`config.mk`:
```
export PLATFORM = sky130hd
export DESIGN_NAME = tile_reveal_controller
export DESIGN_NICKNAME = d
export VERILOG_FILES = /design/src/rtl/vga_tile_pkg.sv /design/src/rtl/tile_index_decoder.sv /design/src/rtl/tile_reveal_controller.sv
export SDC_FILE = /design/constraint.sdc
export NUM_CORES = 1
export LEC_CHECK = 0
export ABC_AREA = 1
export CAP_MARGIN = 20
export CELL_PAD_IN_SITES_DETAIL_PLACEMENT = 0
export CELL_PAD_IN_SITES_GLOBAL_PLACEMENT = 1
export CORE_MARGIN = 5
export CORE_UTILIZATION = 30
export DETAILED_ROUTE_END_ITERATION = 8
export PLACE_DENSITY_LB_ADDON = 0.1
export SLEW_MARGIN = 20
export SYNTH_ARGS = -nofsm -noshare
export SYNTH_HDL_FRONTEND = slang
export SYNTH_SLANG_ARGS = --single-unit
```
`constraint.sdc`:
```
create_clock -name clk -period 3.6 [get_ports clk]
set_input_delay 0.72 -clock clk [delete_from_list [all_inputs] [get_ports clk]]
set_output_delay 0.72 -clock clk [all_outputs]
set_load 0.005 [all_outputs]
```
`src/rtl/vga_tile_pkg.sv`:
```
// Shared screen/tile geometry and controller state encoding for the VGA tile path.
package vga_tile_pkg;

  localparam int unsigned TILE_SIZE = 160;
  localparam int unsigned TILE_COLS = 4;
  localparam int unsigned TILE_ROWS = 3;
  localparam int unsigned NUM_TILES = TILE_COLS * TILE_ROWS;
  localparam int unsigned SCREEN_W  = 640;
  localparam int unsigned SCREEN_H  = 480;

  typedef enum logic {
    IDLE = 1'b0,
    WAIT = 1'b1
  } state_e;

endpackage

```
`src/rtl/tile_index_decoder.sv`:
```
// Combinational pixel (x,y) to row-major tile index; also used by the VGA output mux.
module tile_index_decoder
  import vga_tile_pkg::*;
(
  input  logic [9:0] x,
  input  logic [8:0] y,
  output logic [3:0] index,
  output logic       tileValid
);

  logic [1:0] col;
  logic [1:0] row;

  always_comb begin
    col = 2'd3;
    if (x < 10'(TILE_SIZE))          col = 2'd0;
    else if (x < 10'(2 * TILE_SIZE)) col = 2'd1;
    else if (x < 10'(3 * TILE_SIZE)) col = 2'd2;

    row = 2'd2;
    if (y < 9'(TILE_SIZE))          row = 2'd0;
    else if (y < 9'(2 * TILE_SIZE)) row = 2'd1;

    // row*4+col with four columns is plain concatenation
    index     = {row, col};
    tileValid = (x < 10'(SCREEN_W)) && (y < 9'(SCREEN_H));
  end

endmodule

```
`src/rtl/tile_reveal_controller.sv`:
```
// Frame-synchronous score tile reveal controller with a 1-cycle registered pixel enable.
module tile_reveal_controller
  import vga_tile_pkg::*;
#(
  parameter int unsigned FRAMES_PER_STEP = 8,
  parameter int unsigned SCORE_WIDTH     = 32
) (
  input  logic                   clk,
  input  logic                   reset,
  input  logic [SCORE_WIDTH-1:0] score,
  input  logic                   screenEnd,
  input  logic                   active,
  input  logic [9:0]             x,
  input  logic [8:0]             y,
  output logic [11:0]            tileMask,
  output logic [3:0]             revealedCount,
  output logic                   pixelOn,
  output logic                   busy,
  output logic                   allRevealed
);

  localparam int unsigned FCW = $clog2(FRAMES_PER_STEP) + 1;

  state_e         state_q, state_d;
  logic [3:0]     count_q, count_d;
  logic [FCW-1:0] frame_cnt_q, frame_cnt_d;
  logic [11:0]    tile_mask_q, tile_mask_d;
  logic           busy_q, busy_d;
  logic           all_q, all_d;
  logic           pixel_on_q, pixel_on_d;

  logic [3:0]     target;
  logic [3:0]     tile_index;
  logic           tile_valid;

  tile_index_decoder u_decoder (
    .x         (x),
    .y         (y),
    .index     (tile_index),
    .tileValid (tile_valid)
  );

  always_comb begin
    target = (score > SCORE_WIDTH'(NUM_TILES)) ? 4'(NUM_TILES) : score[3:0];

    state_d     = state_q;
    count_d     = count_q;
    frame_cnt_d = frame_cnt_q;

    if (screenEnd) begin
      unique case (state_q)
        IDLE: begin
          if (target > count_q) begin
            frame_cnt_d = '0;
            state_d     = WAIT;
          end else if (target < count_q) begin
            count_d = target;
          end
        end
        WAIT: begin
          if (target < count_q) begin
            count_d     = target;
            frame_cnt_d = '0;
            state_d     = IDLE;
          end else if (target == count_q) begin
            state_d = IDLE;
          end else if (frame_cnt_q == FCW'(FRAMES_PER_STEP - 1)) begin
            count_d     = count_q + 4'd1;
            frame_cnt_d = '0;
            if (count_q + 4'd1 == target) state_d = IDLE;
          end else begin
            frame_cnt_d = frame_cnt_q + FCW'(1);
          end
        end
        default: state_d = IDLE;
      endcase
    end

    // Registered status is derived from next-state so it stays in step with count
    for (int unsigned i = 0; i < NUM_TILES; i++) begin
      tile_mask_d[i] = (count_d > 4'(i));
    end
    busy_d     = (state_d == WAIT);
    all_d      = (count_d == 4'(NUM_TILES));
    pixel_on_d = active && tile_valid && tile_mask_q[tile_index];
  end

  always_ff @(posedge clk) begin
    if (reset) begin
      state_q     <= IDLE;
      count_q     <= '0;
      frame_cnt_q <= '0;
      tile_mask_q <= '0;
      busy_q      <= 1'b0;
      all_q       <= 1'b0;
      pixel_on_q  <= 1'b0;
    end else begin
      state_q     <= state_d;
      count_q     <= count_d;
      frame_cnt_q <= frame_cnt_d;
      tile_mask_q <= tile_mask_d;
      busy_q      <= busy_d;
      all_q       <= all_d;
      pixel_on_q  <= pixel_on_d;
    end
  end

  assign tileMask      = tile_mask_q;
  assign revealedCount = count_q;
  assign pixelOn       = pixel_on_q;
  assign busy          = busy_q;
  assign allRevealed   = all_q;

endmodule

```
==> reports/metrics.csv <==
stage,metric,value,unit
cts,clk slew on worst S/H paths,0.08,ns
synthesis,syn_nets,316,
detailed_routing,DRT iter0 DRCs,29,
global_routing,vias in the first global route,1667,
sta,"Slew Viols, Final",0,
sta,RSZ-0062 raised after global routing,no,
sta,f_max,323,MHz
critical_path,crit path from,score[16],
critical_path,critical path required time,3.76,ns
detailed_routing,met3 wire len,245,um
synthesis,sequential fraction of the synthesis area,28.3,%
cts,root buf cell,clkbuf_8,
sta,worst clock skew,0.00228,ns
critical_path,r2r endpoint,tileMask[2]$_SDFF_PP0_,
final_layout,fillcell total,577,
critical_path,largest delay contributor family on the critical path,simple AND/OR/NAND/NOR gates,
die,Starting Density,31.3,%
critical_path,"critical path, cell by cell","clkdlybuf4s50_1, nor2_1, nand2_1, nor2_2, nand2_2, nor2_4, nand2_1, ha_1, nand2_1, nor2_2, inv_2, nand3_2, nand2_1, o21ai_1, nand2_1, nand3_1, nand2_2, nand2_4, inv_2, nor2_4, nand2_1",
die,row cnt,26,
detailed_routing,DR pass1 iterations,4,
critical_path,Critical Path End,tileMask[2]$_SDFF_PP0_,
final_layout,# nets final,384,
sta,count of final hold-check violations,0,
detailed_routing,WL met1,2140,um
cts,number of gates resized after cts,0,
critical_path,largest stage delay on the critical path,0.39,ns
die,die area,7000,sq um
critical_path,"slowest stage cell, crit path",clkdlybuf4s50_1,
place,HPWL Detailed,3630,um
critical_path,Reg-to-Reg Start,revealedCount[2]$_SDFF_PP0_,
sta,crit path time final,3.09,ns
critical_path,cell mode on critical path,nand2_1,
synthesis,"Distinct cells, synth",27,
place,worst slack at placement,0.173,ns
cts,worst skew pair latency,0.26,ns
power_and_ir_drop,Leakage,1.11,nW
critical_path,Worst Path Buf+Inv,3,
die,Die Y-Extent,83.7,um
global_routing,Total GRT Usage,12.6,%
cts,htree depth,1,
cts,CTS tree,built,
sta,Rel. slew slack,78.1,%
critical_path,FF-to-FF setup slack,1.53,ns
cts,cts hold-fix bufs,0,
final_layout,synthesis-to-finish area growth,47.0,%
synthesis,mapped cell area,1630,sq um
sta,period utilization,85.9,%
synthesis,top cell types by occurrence after synthesis,"nand2_1, inv_1, nor2_1, dfxtp_1, nand3_1",
critical_path,crit-path max FO,8,
critical_path,Crit path arrival time,3.25,ns
detailed_routing,Final ANT Viol Nets,0,
sta,Setup Total Neg Slack,0,ns
synthesis,top-count cell post-synth,nand2_1,
critical_path,Setup crit start kind,primary input,
cts,Max clock buf depth,2,
critical_path,critical path endpoint category,flop,
detailed_routing,vias per cell,4.24,
power_and_ir_drop,maximum vdd drop,148,uV
global_routing,antenna violations before repair,0,
power_and_ir_drop,PwrDens,228,nW/um^2
synthesis,yosys synthesis warning count,0,
synthesis,Yosys reg bits,23,
place,RD Place Congestion,0.767,
synthesis,Area contributors post-synth,"dfxtp_1, nand2_1, inv_1",
final_layout,ant diodes,0,
sta,post-route setup slack,0.507,ns
global_routing,total gr overflow,0,
outcome,run status,"complete, no violations",
job,number of max-cap violations,0,
detailed_routing,total number of vias,1663,
synthesis,dominant cell type by area after synthesis,dfxtp_1,
synthesis,ys flop type,dfxtp_1,
cts,TritonCTS Buffers,3,
die,core area,5200,sq um
cts,clk sink count,23,
sta,Worst Max-Slew Pin Slew,0.328,ns
place,IO Port Bufs,63,
critical_path,Levels on crit path,21,
critical_path,crit path kind,primary input to flop,
cts,Post-CTS Setup Bufs,0,
detailed_routing,Top Layer Used,met4,
synthesis,top cell type's share of synthesized area,28.3,%
synthesis,Post-Synthesis Cells,255,
global_routing,first-pass GRT wire length,7540,um
final_layout,Finished Cell Area,2390,sq um
detailed_routing,met2 routed WL,1900,um
detailed_routing,drt wl/cell,10.9,um
detailed_routing,Routed WL,4290,um
die,Die W,83.7,um
critical_path,Worst R2R Path Depth,15,
synthesis,Avg Inst Size Synth,6.38,sq um
synthesis,"EDFF count, synth",0,
sta,Final setup viols,0,
synthesis,"FFs w/ async S/R, synth",0,%
min_path,Hold Crit Class,flop to flop,
global_routing,pin count of the biggest net entering global routing,14,
die,I/O pin cnt,74,
place,Placed Area,2350,sq um
final_layout,layout cells sized above 1,10.6,%
detailed_routing,DRC viols,0,
## worst reg2reg max path, cell delays in order, from the launching register on
cell	delay, ns
dfxtp_1	0.46
inv_1	0.11
ha_1	0.29
nand2_1	0.07
nor2_2	0.20
inv_2	0.07
nand3_2	0.08
nand2_1	0.05
o21ai_1	0.07
nand2_1	0.07
nand3_1	0.08
nand2_2	0.08
nand2_4	0.11
inv_2	0.06
nor2_4	0.11
nand2_1	0.06
## power by group
part | total [mW] | switching, mW | leakage, nW | internal [mW]
Combinational | 0.121 | 0.0495 | 0.893 | 0.0716
Clock | 0.155 | 0.0781 | 0.0255 | 0.0771
Sequential | 0.269 | 0.00752 | 0.187 | 0.262
Total | 0.546 | 0.135 | 1.11 | 0.410
## kinds of logic (layout without fill, tap and decap cells)
kind of cell             count (synthesis)  count (layout)  share of synthesized area [%]
AO/OA/AOI/OAI                           30              30                           11.6
flip-flops                              23              23                           28.3
AND/OR/NAND/NOR                        150             150                           44.0
buffers and inverters                   43             110                           9.92
XOR/XNOR                                 3               3                           1.61
adder cells (fa/ha/maj)                  6               6                           4.61
## final cells by class
cell class                 instances  area [sq um]  share of cell area (%)
multi-input combinational        189          1010                    42.1
timing repair buffer              63           631                    26.4
sequential                        23           460                    19.2
inverter                          43           161                    6.75
tap                               70          87.6                    3.66
clock buffer                       3          41.3                    1.73
clock inverter                     1          5.00                   0.209
## per-stage QoR
stage	util (%)	total power, mW	instances	hold slack, ns
final	46.0	0.546	392	0.559
after global routing	46.0	0.582	392	0.590
after CTS	46.0	0.554	392	0.567
after detailed placement	45.1	0.397	388	0.549
after global placement	45.1	0.398	388	0.534
after floorplan	-	0.323	255	0.507
## flip-flops by register name (all words and copies together), names as in the netlist
register and flops:
allRevealed 1, busy 1, frame_cnt_q 4, pixelOn 1, revealedCount 4, tileMask 12
## worst min path at each step
| stage | to | cells past startpoint | slack, ns | startpoint |
|---|---|---|---|---|
| 2_1_floorplan | frame_cnt_q[2]$_SDFFE_PP0P_ | 2 | 0.51 | frame_cnt_q[2]$_SDFFE_PP0P_ |
| 3_3_place_gp | frame_cnt_q[2]$_SDFFE_PP0P_ | 2 | 0.53 | frame_cnt_q[2]$_SDFFE_PP0P_ |
| 3_5_place_dp | frame_cnt_q[0]$_SDFFE_PP0P_ | 1 | 0.55 | frame_cnt_q[0]$_SDFFE_PP0P_ |
| 4_1_cts | frame_cnt_q[2]$_SDFFE_PP0P_ | 2 | 0.57 | frame_cnt_q[2]$_SDFFE_PP0P_ |
| 5_1_grt | frame_cnt_q[2]$_SDFFE_PP0P_ | 2 | 0.59 | frame_cnt_q[2]$_SDFFE_PP0P_ |
| 6_report | frame_cnt_q[2]$_SDFFE_PP0P_ | 2 | 0.56 | frame_cnt_q[2]$_SDFFE_PP0P_ |
## layout by cell type, fill, tap and decap left out, types with 2 or more instances in the layout
| cell type | n |
|---|---|
| clkdlybuf4s50_1 | 63 |
| nand2_4 | 3 |
| nand3_1 | 23 |
| dfxtp_1 | 23 |
| ha_1 | 6 |
| nand3_2 | 2 |
| inv_2 | 5 |
| nand4_1 | 2 |
| nor2_1 | 33 |
| nand2_1 | 67 |
| nand3b_1 | 3 |
| o21ai_1 | 3 |
| xor2_1 | 2 |
| a21oi_1 | 12 |
| o211a_1 | 2 |
| nand2_2 | 9 |
| clkbuf_8 | 3 |
| o21ai_0 | 7 |
| nor2_2 | 2 |
| nor2_4 | 6 |
| inv_1 | 37 |
## metal layers
layer	vias up	global-route usage, %
li1	937	-
met3	2	3.65
met4	0	1.75
met2	37	20.0
met5	-	0
met1	687	17.2
Power figures use the tool's default switching activity.
